[config.mk]
export PLATFORM = sky130hd
export DESIGN_NAME = bin_to_bcd_scheduler
export DESIGN_NICKNAME = d
export VERILOG_FILES = /design/src/rtl/bin_to_bcd_scheduler.sv
export SDC_FILE = /design/constraint.sdc
export NUM_CORES = 1
export LEC_CHECK = 0
export BUFFER_PORTS_ARGS = -buffer_cell sky130_fd_sc_hd__buf_2
export CAP_MARGIN = 5
export CORE_UTILIZATION = 52
export CTS_CLUSTER_SIZE = 12
export DETAILED_ROUTE_END_ITERATION = 10
export PLACE_DENSITY = 0.8
export SYNTH_ARGS = -nofsm -noshare
export SYNTH_HDL_FRONTEND = slang
export SYNTH_SLANG_ARGS = --single-unit
export TNS_END_PERCENT = 1
[constraint.sdc]
create_clock -name clk -period 3.26 [get_ports clk]
set_input_delay 0.652 -clock clk [delete_from_list [all_inputs] [get_ports clk]]
set_output_delay 0.652 -clock clk [all_outputs]
set_load 0.02 [all_outputs]
[src/rtl/bin_to_bcd_scheduler.sv]
// Shared round-robin binary-to-BCD converter: one double-dabble iteration per cycle, WIDTH+1 cycles grant-to-valid.
// Result is held in DONE until out_ready; no new grant is issued while busy.
module bin_to_bcd_scheduler #(
  parameter int NREQ   = 4,
  parameter int WIDTH  = 32,
  parameter int DIGITS = 10,
  parameter int IDW    = 2
) (
  input  logic                     clk,
  input  logic                     rst,
  input  logic [NREQ-1:0]          req,
  input  logic [NREQ*WIDTH-1:0]    bin_in,
  output logic [NREQ-1:0]          gnt,
  output logic                     busy,
  output logic [4*DIGITS-1:0]      bcd_out,
  output logic [IDW-1:0]           out_id,
  output logic                     out_valid,
  input  logic                     out_ready
);

  localparam int CW = (WIDTH > 1) ? $clog2(WIDTH) : 1;
  localparam int BW = 4 * DIGITS;

  typedef enum logic [1:0] {
    IDLE  = 2'd0,
    SHIFT = 2'd1,
    DONE  = 2'd2
  } state_t;

  state_t            state;
  state_t            state_nxt;
  logic [IDW-1:0]    ptr;
  logic [IDW-1:0]    win;
  logic              found;
  logic [WIDTH-1:0]  opnd_sel;
  logic [CW-1:0]     cnt;
  logic [WIDTH-1:0]  opnd;
  logic [BW-1:0]     acc;
  logic [BW-1:0]     acc_adj;
  logic [BW-1:0]     acc_shift;
  logic              last;

  // Two descending passes: requesters at or above the pointer override those below it,
  // so the lowest index at/after the pointer wins, otherwise the lowest index overall.
  always_comb begin
    found = 1'b0;
    win   = '0;
    for (int i = NREQ - 1; i >= 0; i--) begin
      if (req[i] && (i < int'(ptr))) begin
        found = 1'b1;
        win   = IDW'(i);
      end
    end
    for (int i = NREQ - 1; i >= 0; i--) begin
      if (req[i] && (i >= int'(ptr))) begin
        found = 1'b1;
        win   = IDW'(i);
      end
    end
  end

  always_comb begin
    opnd_sel = '0;
    for (int i = 0; i < NREQ; i++) begin
      if (i == int'(win)) begin
        opnd_sel = bin_in[i*WIDTH +: WIDTH];
      end
    end
  end

  // Per-digit add-3 correction; digits are independent, no carry between nibbles.
  always_comb begin
    acc_adj = acc;
    for (int d = 0; d < DIGITS; d++) begin
      if (acc[4*d +: 4] >= 4'd5) begin
        acc_adj[4*d +: 4] = acc[4*d +: 4] + 4'd3;
      end
    end
  end

  assign acc_shift = {acc_adj[BW-2:0], opnd[WIDTH-1]};
  assign last      = (cnt == CW'(WIDTH - 1));

  always_ff @(posedge clk) begin
    if (rst) begin
      state <= IDLE;
    end else begin
      state <= state_nxt;
    end
  end

  always_comb begin
    state_nxt = state;
    case (state)
      IDLE:    if (found)     state_nxt = SHIFT;
      SHIFT:   if (last)      state_nxt = DONE;
      DONE:    if (out_ready) state_nxt = IDLE;
      default:                state_nxt = IDLE;
    endcase
  end

  always_comb begin
    gnt = '0;
    if ((state == IDLE) && found) begin
      gnt[win] = 1'b1;
    end
    busy      = (state != IDLE);
    out_valid = (state == DONE);
  end

  always_ff @(posedge clk) begin
    if (rst) begin
      ptr     <= '0;
      cnt     <= '0;
      opnd    <= '0;
      acc     <= '0;
      bcd_out <= '0;
      out_id  <= '0;
    end else begin
      case (state)
        IDLE: begin
          if (found) begin
            opnd   <= opnd_sel;
            acc    <= '0;
            out_id <= win;
            cnt    <= '0;
            if (int'(win) == NREQ - 1) begin
              ptr <= '0;
            end else begin
              ptr <= win + 1'b1;
            end
          end
        end
        SHIFT: begin
          acc  <= acc_shift;
          opnd <= {opnd[WIDTH-2:0], 1'b0};
          if (last) begin
            cnt     <= '0;
            bcd_out <= acc_shift;
          end else begin
            cnt <= cnt + 1'b1;
          end
        end
        default: begin
        end
      endcase
    end
  end

endmodule

==> results of run 1 <==
[worst max-delay path, delay by kind of cell]
kind	cells	cell delay, ns
buf+inv	4	0.62
compound gates	2	0.52
fa+ha+maj	1	0.25
simple gates	2	0.22
[cell usage in the layout (no fill, tap or decap), drive strengths merged, types with 25 or more instances in the layout]
master    n
a221oi   32
o22ai    31
nand2    34
dfxtp   123
ha       26
a21oi    89
buf     196
nand3    37
inv      25
o21ai    61
a22oi    31
or3      31
[report_power, final]
group	switching, W	internal [W]	total, W	leakage (nW)
registers	0.0000518	0.00159	0.00164	0.998
clock network	0.000606	0.00104	0.00165	0.260
logic	0.000414	0.000317	0.000731	1.89
[flip-flops by register name, summed over array words and instances, names as in the netlist]
register and cells:
ptr 2, bcd_out 40, out_id 2, opnd 32, state 2, cnt 5
acc 40
[worst min-delay path by stage]
stage	slack, ns	to
4_1_cts	0.45	acc[37]
2_1_floorplan	0.43	acc[37]
6_report	0.45	acc[37]
3_5_place_dp	0.44	acc[37]
3_3_place_gp	0.43	acc[37]
5_1_grt	0.47	acc[37]
[cell type report]
cell class                 count  area share, %
clock buffer                  24          6.590
sequential                   123          32.34
inverter                      25          1.233
tap                          143          2.350
clock inverter                 3         0.1972
timing repair buffer         196          13.51
multi-input combinational    514          43.78
[routing by layer]
layer / GRT usage, % / up-vias / wire length (um)
met5: 0 / - / 0
met2: 51.91 / 262 / 8894
li1: - / 3010 / -
met3: 6.233 / 47 / 1062
met1: 31.75 / 2870 / 6841
met4: 12.34 / 0 / 443
[cell families (layout without fill, tap and decap cells)]
group | count (synthesis) | in the layout | synth area share, %
buffers and inverters | 84 | 248 | 6.334
flip-flops | 123 | 123 | 39.82
XOR/XNOR | 10 | 10 | 1.416
AND/OR/NAND/NOR | 188 | 188 | 16.67
AO/OA/AOI/OAI | 280 | 280 | 28.77
multiplexers | 10 | 10 | 1.720
adder cells (fa/ha/maj) | 26 | 26 | 5.261
[through the flow]
step / worst slack [ns] / cell area (um2) / instances
floorplan: 0.5021 / 6183 / 721
global placement: 0.3539 / 7097 / 1001
CTS: 0.3973 / 7614 / 1028
detailed placement: 0.2125 / 7097 / 1001
finish: 0.3585 / 7614 / 1028
global route: 0.2545 / 7614 / 1028
==> insert_results.sql, run 1 <==
INSERT INTO impl_metrics (metric_group, metric, value, unit) VALUES
('setup_path', 'setup.reg_to_reg.worst_slack', '0.69', 'ns'),
('cells_and_area', 'seqCellArea', '2462', 'um2'),
('cts', 'clk_pin_slew', '0.05', 'ns'),
('cts', 'cts.repair_timing.setup_buffer_count', '0', ''),
('die', 'rows', '39', ''),
('place', 'port_buffers', '182', ''),
('setup_path', 'critPathMaxStageDelay', '0.46', 'ns'),
('detailed_routing', 'drt-pass1-iter-count', '10', ''),
('global_route', 'grt_antenna_before_repair', '0', ''),
('setup_path', 'worstSetupEndpointType', 'primary output', ''),
('cells_and_area', 'area_overhead_vs_synth', '23.13', '%'),
('setup_path', 'reg2reg_to', 'opnd[0]', ''),
('setup_path', 'critical_path_start', 'req[1]', ''),
('yosys', 'netlist.area_leader.share', '39.82', '%'),
('yosys', 'yosysUniqueCellTypes', '45', ''),
('sta', 'grt_setup_unrepaired', 'no', ''),
('detailed_routing', 'drcViolationCount', '10', ''),
('yosys', 'synth-warning-count', '0', ''),
('place', 'hpwlAfterDp', '12080', 'um'),
('cts', 'cts_made_buffers', '17', ''),
('setup_path', 'critical_path_arrival', '2.25', 'ns'),
('sta', 'slew_headroom', '45.35', '%'),
('global_route', 'vias_in_the_first_global_route', '6038', ''),
('yosys', 'cells_taking_the_most_area_after_synthesis', 'sky130_fd_sc_hd__dfxtp_1 (40%), sky130_fd_sc_hd__a21oi_1 (7.1%), sky130_fd_sc_hd__ha_1 (5.3%), sky130_fd_sc_hd__a221oi_1 (4.5%), sky130_fd_sc_hd__a22oi_1 (3.8%)', ''),
('yosys', 'postSynthNetCount', '882', ''),
('cts', 'tritoncts_clock_tree', 'built', ''),
('sta', 'skew', '0.008088', 'ns'),
('setup_path', 'worst_path_max_delay_cell', 'sky130_fd_sc_hd__o31ai_1', ''),
('power', 'peakVddDrop', '0.0003601', 'V'),
('sta', 'totalNegativeSetupSlack', '0', 'ns'),
('detailed_routing', 'wl_per_cell', '16.77', 'um'),
('yosys', 'synth_top_cells_by_count', 'sky130_fd_sc_hd__dfxtp_1 (123), sky130_fd_sc_hd__a21oi_1 (88), sky130_fd_sc_hd__o21ai_0 (41)', ''),
('setup_path', 'critPathMaxFanout', '4', ''),
('setup_path', 'cp_data_required_time', '2.61', 'ns'),
('die', 'initial_utilization', '53.69', '%'),
('cts', 'cts-hold-fix-buffers', '0', ''),
('status', 'run_status', 'finished with violations', ''),
('worst_hold_path', 'worstHoldStart', 'acc[37]', ''),
('job', 'max_cap_violations', '0', ''),
('global_route', 'grt_use_total', '28.47', '%'),
('yosys', 'syn-instance-count', '721', ''),
('sta', 'period_needed', '2.902', 'ns'),
('global_route', 'grt-ovfl-total', '0', ''),
('cts', 'post_cts.resized_instances', '0', ''),
('place', 'gp_congestion', '0.9051', ''),
('cts', 'max-clock-path-buffers', '2', ''),
('worst_hold_path', 'min_path_cells', '2', ''),
('cells_and_area', 'layout.nets', '1038', ''),
('yosys', 'sequential_fraction_of_the_synthesis_area', '39.82', '%'),
('yosys', 'synthesis.area_per_instance', '8.576', 'um2'),
('yosys', 'synthesis.area', '6183', 'um2'),
('detailed_routing', 'wl', '17240', 'um'),
('power', 'post-layout-total-power', '0.004025', 'W'),
('cts', 'cts-htree-levels', '4', ''),
('cells_and_area', 'multi_input_area', '3333', 'um2'),
('sta', 'fmax', '344.6', 'MHz'),
('die', 'io_pins', '183', ''),
('die', 'floorplan.die.height', '111.0', 'um'),
('sta', 'min_period_over_period', '89.00', '%'),
('cts', 'clkLatencyLatePin', '0.41', 'ns'),
('global_route', 'global_route_wire_length_before_repair', '28170', 'um'),
('power', 'cellLeakagePower', '3.145', 'nW'),
('yosys', 'synth_most_common_cell', 'sky130_fd_sc_hd__dfxtp_1', ''),
('sta', 'drv_slew', '0', ''),
('setup_path', 'r2r_cells', '8', ''),
('setup_path', 'cp-endpoint', 'gnt[3]', ''),
('status', 'violated_checks', 'design-rule violations', ''),
('detailed_routing', 'via_per_inst', '6.020', ''),
('setup_path', 'r2r-start', 'ptr[1]', ''),
('cells_and_area', 'filler_cell_count', '968', ''),
('detailed_routing', 'route.antenna.remaining_nets', '0', '');
(Power assumes the default switching activity.)
==> inputs of run 2 (changes only) <==
- CELL_PAD_IN_SITES_DETAIL_PLACEMENT: default -> 0
- CELL_PAD_IN_SITES_GLOBAL_PLACEMENT: default -> 1
- CORE_UTILIZATION: 52 -> 38
- GPL_ROUTABILITY_DRIVEN: default -> 1
- PLACE_DENSITY: 0.8 -> default
- PLACE_DENSITY_LB_ADDON: default -> 0.1
==> run 2 against run 1 <==
  * The flow now finishes without violations
  * Clock power grew 19%
  * First-iteration DRC count shrank 29%
  * Critical path depth shrank 2
  * Highest routed layer unchanged
  * Sequential cell count is the same
  * Critical endpoint is now gnt[1]
  * Largest power group unchanged
  * Cell count grew 7.7%
  * Core utilization shrank 17 points
  * Die area grew 36%
  * Sequential share of layout area shrank 0.86 points
==> insert_results.sql, run 2 (synthesis gave the netlist of run 1 again) <==
INSERT INTO impl_metrics (metric_group, metric, value, unit) VALUES
('cells_and_area', 'post-route-util', '49.24', '%'),
('global_route', 'grt_use_total', '20.97', '%'),
('sta', 'totalNegativeSetupSlack', '0', 'ns'),
('die', 'floorplan.die.height', '129.6', 'um'),
('cells_and_area', 'area_overhead_vs_synth', '26.49', '%'),
('sta', 'worst_margin_pin_slew', '0.7690', 'ns'),
('cts', 'cts-hold-fix-buffers', '0', ''),
('cts', 'clkLatencyLatePin', '0.41', 'ns'),
('die', 'rows', '46', ''),
('place', 'port_buffers', '182', ''),
('setup_path', 'critPathMaxFanout', '8', ''),
('cts', 'numClockSinks', '123', ''),
('power', 'peakVddDrop', '0.0004142', 'V'),
('sta', 'skew', '0.005916', 'ns'),
('detailed_routing', 'wl_per_cell', '15.63', 'um'),
('global_route', 'grt_max_degree', '58', ''),
('cts', 'max-clock-path-buffers', '2', ''),
('sta', 'period_needed', '2.887', 'ns'),
('detailed_routing', 'drtIter0Drc', '284', ''),
('setup_path', 'setup.worst_path.start_class', 'input pin', ''),
('sta', 'drv_slew', '0', ''),
('setup_path', 'critPathKind', 'in2out', ''),
('sta', 'min_period_over_period', '88.55', '%'),
('cells_and_area', 'final_cell_mix', 'sky130_fd_sc_hd__buf_2 (182), sky130_fd_sc_hd__dfxtp_1 (123), sky130_fd_sc_hd__a21oi_1 (88), sky130_fd_sc_hd__o21ai_0 (41), sky130_fd_sc_hd__nand3_1 (37)', ''),
('power', 'p_per_area', '557.2', 'nW/um2'),
('setup_path', 'cp_data_required_time', '2.61', 'ns'),
('global_route', 'global_route_wire_length_before_repair', '27410', 'um'),
('cells_and_area', 'seqCellArea', '2462', 'um2'),
('job', 'max_cap_violations', '0', ''),
('place', 'gp_congestion', '0.7841', ''),
('cts', 'root_buffer', 'sky130_fd_sc_hd__clkbuf_16', ''),
('die', 'io_pins', '183', ''),
('global_route', 'grt-ovfl-total', '0', ''),
('sta', 'setup_ws', '0.3734', 'ns'),
('place', 'place_area', '7196', 'um2'),
('place', 'pre_cts_ws', '0.2549', 'ns'),
('cts', 'clk_pin_slew', '0.06', 'ns'),
('cts', 'cts.repair_timing.setup_buffer_count', '0', ''),
('cells_and_area', 'mostFrequentLayoutCell', 'sky130_fd_sc_hd__buf_2', ''),
('detailed_routing', 'via_per_inst', '5.421', ''),
('setup_path', 'worstSetupEndpointType', 'primary output', ''),
('die', 'fp.dieW', '129.6', 'um'),
('place', 'placed_cells', '1075', ''),
('cts', 'post_cts.resized_instances', '0', ''),
('die', 'design.core.area', '15890', 'um2'),
('power', 'cellLeakagePower', '3.177', 'nW'),
('cells_and_area', 'postLayoutCellArea', '7821', 'um2'),
('sta', 'final-setup-viol-count', '0', ''),
('cells_and_area', 'finalNonFillerCells', '1107', ''),
('cts', 'tritoncts_clock_tree', 'built', ''),
('global_route', 'grt_antenna_before_repair', '0', ''),
('cells_and_area', 'layout.nets', '1039', ''),
('sta', 'slew_headroom', '48.61', '%'),
('detailed_routing', 'route.antenna.remaining_nets', '0', ''),
('setup_path', 'critical_path_arrival', '2.23', 'ns'),
('die', 'design.die.area', '16790', 'um2'),
('sta', 'timing_hold_violations_final', '0', ''),
('worst_hold_path', 'hold_path.class', 'reg2reg', ''),
('detailed_routing', 'drt-pass1-iter-count', '5', ''),
('status', 'run_status', 'finished clean', ''),
('detailed_routing', 'routed-via-count', '6001', ''),
('sta', 'grt_setup_unrepaired', 'no', ''),
('global_route', 'vias_in_the_first_global_route', '5640', ''),
('cells_and_area', 'filler_cell_count', '1599', ''),
('die', 'initial_utilization', '38.93', '%'),
('cts', 'cts-htree-levels', '4', ''),
('cells_and_area', 'multi_input_area', '3333', 'um2'),
('place', 'hpwlAfterDp', '12000', 'um'),
('detailed_routing', 'drcViolationCount', '0', ''),
('cells_and_area', 'drive_above_1_share', '28.28', '%'),
('sta', 'fmax', '346.4', 'MHz'),
('detailed_routing', 'wl', '17300', 'um'),
('cells_and_area', 'top_flop_regs', 'acc x40, bcd_out x40, opnd x32', ''),
('cts', 'cts_made_buffers', '17', ''),
('cells_and_area', 'antenna_cells', '0', '');
==> run 2: cell types whose count changed in the layout (fill, tap and decap cells not counted), sizes merged <==
| cell | delta |
|---|---|
| buf | +1 |
| bufinv | +4 |
| clkbuf | -6 |
| clkinvlp | +6 |
| inv | +1 |
==> run 2: worst max-delay path, cell delays in order <==
cell and delay, ns:
sky130_fd_sc_hd__buf_2 0.11, sky130_fd_sc_hd__nand2b_1 0.12, sky130_fd_sc_hd__a21oi_1 0.06, sky130_fd_sc_hd__o31ai_1 0.43, sky130_fd_sc_hd__ha_1 0.46, sky130_fd_sc_hd__and3_1 0.22
sky130_fd_sc_hd__buf_2 0.17
==> run 2: path summary, 6_finish.rpt <==
check                                from        end  slack, ns  cells past startpoint
worst min-delay path            out_id[1]  out_id[1]       0.46                      2
worst min register to register  out_id[1]  out_id[1]       0.46                      2
worst max register to register     ptr[1]   opnd[31]       0.69                      8
worst max-delay path               req[1]     gnt[1]       0.37                      7
==> run 2: area by class of cell <==
| cell class | count | area share [%] |
|---|---|---|
| clock buffer | 18 | 5.487 |
| clock inverter | 14 | 2.512 |
| inverter | 25 | 1.200 |
| multi-input combinational | 514 | 42.62 |
| sequential | 123 | 31.48 |
| tap | 216 | 3.455 |
| timing repair buffer | 197 | 13.25 |
==> run 2: through the flow <==
step | power, W | hold WS (ns)
floorplan | 0.002185 | 0.4262
global placement | 0.002410 | 0.4362
detailed placement | 0.002421 | 0.4540
CTS | 0.004408 | 0.4624
global route | 0.004571 | 0.4836
finish | 0.004358 | 0.4629
==> run 2: layer usage <==
layer / share of wire, % / vias to the layer above / GRT usage (%)
li1: - / 3003 / -
met4: 1.6 / 0 / 8.482
met5: 0 / - / 0
met3: 6.0 / 24 / 4.666
met1: 44 / 2779 / 25.38
met2: 49 / 195 / 35.92
==> run 2: power by group <==
| part | leakage (nW) | internal, W | total (W) | switching [W] |
|---|---|---|---|---|
| Sequential | 0.998 | 0.00159 | 0.00164 | 0.0000506 |
| Combinational | 1.89 | 0.000329 | 0.000742 | 0.000413 |
| Clock | 0.285 | 0.00128 | 0.00197 | 0.000695 |
==> inputs of run 3 (changes only) <==
- ABC_AREA: default -> 1
- CORE_UTILIZATION: 38 -> 37
==> run 3 against run 2 <==
  * Worst setup slack got worse by 0.14 ns
  * Register-to-register slack got worse by 0.05 ns
  * First-iteration DRC count fell by 17%
  * Maximum frequency fell by 4.7%
  * Critical path type is now reg2out
  * Die area rose by 22%
  * Largest power group unchanged
  * Clock-buffer cell count rose by 6
  * Sequential share of layout area fell by 4.0 points
  * Synthesized cell count rose by 65%
  * Cell count rose by 46%
  * Clock skew rose by 0.0033 ns
  * Core utilization fell by 3.3 points
  * Critical endpoint is now gnt[0]
==> insert_results.sql, run 3 <==
INSERT INTO impl_metrics (metric_group, metric, value, unit) VALUES
('global_route', 'grt_use_total', '20.72', '%'),
('setup_path', 'critical_path_start', 'ptr[1]', ''),
('yosys', 'largest_family_of_logic_cells_by_synthesized_area', 'simple AND/OR/NAND/NOR gates', ''),
('detailed_routing', 'drcViolationCount', '0', ''),
('cells_and_area', 'layout.nets', '1504', ''),
('global_route', 'grt_antenna_before_repair', '0', ''),
('worst_hold_path', 'hold_path.class', 'reg2reg', ''),
('setup_path', 'worst_path_max_delay_cell', 'sky130_fd_sc_hd__o21ai_0', ''),
('setup_path', 'critPathMaxFanout', '10', ''),
('global_route', 'grt-ovfl-total', '0', ''),
('setup_path', 'critical_path_arrival', '2.38', 'ns'),
('yosys', 'post_synth_fa_ha_maj_area_fraction', '4.409', '%'),
('power', 'p_per_area', '504.0', 'nW/um2'),
('setup_path', 'critPathMostFrequentCell', 'sky130_fd_sc_hd__inv_1', ''),
('sta', 'timing_hold_violations_final', '0', ''),
('die', 'io_pins', '183', ''),
('sta', 'fmax', '330.2', 'MHz'),
('die', 'floorplan.die.height', '143.2', 'um'),
('place', 'placed_cells', '1589', ''),
('job', 'max_cap_violations', '0', ''),
('cells_and_area', 'antenna_cells', '0', ''),
('cts', 'clk_pin_slew', '0.05', 'ns'),
('sta', 'period_needed', '3.029', 'ns'),
('cells_and_area', 'top_flop_regs', 'acc x40, bcd_out x40, opnd x32', ''),
('place', 'port_buffers', '182', ''),
('yosys', 'synth-warning-count', '0', ''),
('yosys', 'synth_most_common_cell', 'sky130_fd_sc_hd__nand2_1', ''),
('setup_path', 'critPathKind', 'reg2out', ''),
('setup_path', 'reg2reg_to', 'opnd[8]', ''),
('detailed_routing', 'routed-via-count', '7453', ''),
('cts', 'clkLatencyLatePin', '0.42', 'ns'),
('die', 'design.core.area', '19530', 'um2'),
('setup_path', 'critPathMaxStageDelay', '0.45', 'ns'),
('cells_and_area', 'final_cell_mix', 'sky130_fd_sc_hd__nand2_1 (375), sky130_fd_sc_hd__buf_2 (182), sky130_fd_sc_hd__nor2_1 (179), sky130_fd_sc_hd__dfxtp_1 (123), sky130_fd_sc_hd__inv_1 (116)', ''),
('setup_path', 'r2r_cells', '15', ''),
('die', 'design.die.area', '20510', 'um2'),
('cts', 'root_buffer', 'sky130_fd_sc_hd__clkbuf_16', ''),
('setup_path', 'r2r-start', 'ptr[1]', ''),
('detailed_routing', 'wl_per_cell', '12.42', 'um'),
('cts', 'cts-htree-levels', '4', ''),
('cts', 'numClockSinks', '123', ''),
('yosys', 'cells_taking_the_most_area_after_synthesis', 'sky130_fd_sc_hd__dfxtp_1 (33%), sky130_fd_sc_hd__nand2_1 (19%), sky130_fd_sc_hd__nor2_1 (9.1%), sky130_fd_sc_hd__a21oi_1 (7.2%), sky130_fd_sc_hd__inv_1 (5.9%)', ''),
('yosys', 'synthXorXnorAreaFrac', '0.2374', '%'),
('setup_path', 'worstSetupEndpointType', 'primary output', ''),
('cts', 'cts.repair_timing.setup_buffer_count', '0', ''),
('yosys', 'synth_top_cells_by_count', 'sky130_fd_sc_hd__nand2_1 (375), sky130_fd_sc_hd__nor2_1 (179), sky130_fd_sc_hd__dfxtp_1 (123)', ''),
('global_route', 'global_route_wire_length_before_repair', '33640', 'um'),
('sta', 'skew', '0.009220', 'ns'),
('yosys', 'synthSimpleGateAreaFrac', '37.75', '%'),
('detailed_routing', 'route.antenna.remaining_nets', '0', ''),
('power', 'cellLeakagePower', '4.384', 'nW'),
('sta', 'drv_slew', '0', ''),
('setup_path', 'cp-endpoint', 'gnt[0]', ''),
('die', 'initial_utilization', '37.79', '%'),
('detailed_routing', 'drt-pass1-iter-count', '4', ''),
('sta', 'totalNegativeSetupSlack', '0', 'ns'),
('yosys', 'yosysTopAreaCell', 'sky130_fd_sc_hd__dfxtp_1', ''),
('sta', 'worst_margin_pin_slew', '0.9177', 'ns'),
('yosys', 'dominantRegCellSynth', 'sky130_fd_sc_hd__dfxtp_1', ''),
('cells_and_area', 'finalNonFillerCells', '1620', ''),
('yosys', 'synth_enable_flop_cells', '0', ''),
('cells_and_area', 'drive_above_1_share', '20.81', '%'),
('cts', 'tritoncts_clock_tree', 'built', ''),
('status', 'run_status', 'finished clean', ''),
('die', 'rows', '51', ''),
('sta', 'slew_headroom', '38.82', '%'),
('yosys', 'synth.area.mux_share', '0', '%'),
('setup_path', 'critical_path_cell_sequence', 'inv_2 -> nand3_1 -> nand2_1 -> o21ai_0 -> inv_1 -> ha_1 -> inv_1 -> nor2_1 -> buf_2', ''),
('yosys', 'netlist.area_leader.share', '33.37', '%'),
('power', 'peakVddDrop', '0.0003736', 'V'),
('detailed_routing', 'via_per_inst', '4.601', ''),
('yosys', 'yosysUniqueCellTypes', '28', ''),
('yosys', 'synthesis.area_per_instance', '6.190', 'um2'),
('yosys', 'sequential_fraction_of_the_synthesis_area', '33.37', '%'),
('cells_and_area', 'area_overhead_vs_synth', '21.47', '%'),
('yosys', 'postSynthNetCount', '1353', ''),
('detailed_routing', 'drtIter0Drc', '235', ''),
('setup_path', 'setup.reg_to_reg.worst_slack', '0.64', 'ns'),
('yosys', 'synthesis.area', '7378', 'um2'),
('yosys', 'syn-instance-count', '1192', ''),
('yosys', 'ys_seq_elements', '123', ''),
('yosys', 'ys_async_sr_fraction', '0', '%'),
('place', 'hpwlAfterDp', '13790', 'um'),
('sta', 'final-setup-viol-count', '0', ''),
('cells_and_area', 'mostFrequentLayoutCell', 'sky130_fd_sc_hd__nand2_1', ''),
('cts', 'post_cts.resized_instances', '0', ''),
('detailed_routing', 'wl', '20130', 'um'),
('power', 'post-layout-total-power', '0.004517', 'W'),
('sta', 'grt_setup_unrepaired', 'no', ''),
('cts', 'max-clock-path-buffers', '2', ''),
('die', 'fp.dieW', '143.2', 'um'),
('cts', 'cts_made_buffers', '17', ''),
('yosys', 'synth_compound_gate_area_share', '13.38', '%'),
('setup_path', 'cp_data_required_time', '2.61', 'ns'),
('sta', 'min_period_over_period', '92.90', '%'),
('place', 'gp_congestion', '0.7913', ''),
('setup_path', 'setup.worst_path.start_class', 'register', ''),
('cts', 'cts-hold-fix-buffers', '0', ''),
('global_route', 'vias_in_the_first_global_route', '7002', ''),
('global_route', 'grt_max_degree', '80', '');
## run 3: changes by cell type in the layout (fill, tap and decap cells not counted), moves of 18 or more
cell	before	now
sky130_fd_sc_hd__a21oi_1	88	106
sky130_fd_sc_hd__nand2_1	33	375
sky130_fd_sc_hd__a22oi_1	31	0
sky130_fd_sc_hd__nor2_1	20	179
sky130_fd_sc_hd__a221oi_1	32	0
sky130_fd_sc_hd__nor3b_1	20	0
sky130_fd_sc_hd__inv_1	25	116
sky130_fd_sc_hd__nor2_2	1	29
sky130_fd_sc_hd__or3_1	31	0
sky130_fd_sc_hd__nand3_1	37	55
sky130_fd_sc_hd__o22ai_1	31	0
## run 3: worst min-delay path by stage
stage | startpoint | to | slack, ns | cells after the start
after floorplan | cnt[3] | cnt[3] | 0.44 | 2
after global placement | acc[11] | acc[11] | 0.45 | 2
after detailed placement | cnt[3] | cnt[3] | 0.46 | 2
after CTS | cnt[3] | cnt[3] | 0.46 | 2
after global routing | acc[23] | acc[23] | 0.48 | 2
final | acc[27] | acc[27] | 0.46 | 2
## run 3: metrics by stage
step / setup slack (ns) / area (um2) / util [%] / hold slack [ns]
floorplan: 0.3806 / 7378 / - / 0.4390
global placement: 0.3311 / 8391 / 42.97 / 0.4481
detailed placement: 0.3394 / 8391 / 42.97 / 0.4559
CTS: 0.2181 / 8962 / 45.90 / 0.4640
global route: 0.004323 / 8962 / 45.90 / 0.4784
finish: 0.2314 / 8962 / 45.90 / 0.4607
## run 3: critical path: cells and delay by family, from the launching register on
family	cells	cell delay, ns
adder cells (fa/ha/maj)	1	0.37
flip-flops	1	0.40
AND/OR/NAND/NOR	3	0.20
AO/OA/AOI/OAI	1	0.45
buffers and inverters	4	0.54
## run 3: area by class of cell
class	count	area (um2)
fill	2210	10560
multi-input combinational	885	4118
sequential	123	2462
timing repair buffer	196	1028
clock buffer	24	481.7
inverter	120	450.4
tap	265	331.6
clock inverter	7	90.09
## run 3: cells by family (layout without fill, tap and decap cells)
group                    Yosys count  after routing
XOR/XNOR                           2              2
buffers and inverters            184            347
AO/OA/AOI/OAI                    185            185
adder cells (fa/ha/maj)           26             26
AND/OR/NAND/NOR                  672            672
flip-flops                       123            123
## run 3: layer usage
| metal | GRT usage (%) | routed length (um) | up-vias | share of wire, % |
|---|---|---|---|---|
| met3 | 4.292 | 675 | 9 | 3.4 |
| met1 | 27.37 | 10070 | 3332 | 50 |
| li1 | - | - | 4005 | - |
| met2 | 34.51 | 9259 | 107 | 46 |
| met4 | 4.591 | 121 | 0 | 0.60 |
| met5 | 0 | 0 | - | 0 |
## run 3: report_power, final
group,total [W],internal (W),switching [W]
Sequential,0.00163,0.00159,0.0000458
Combinational,0.00104,0.000367,0.000668
Clock,0.00185,0.00118,0.000670
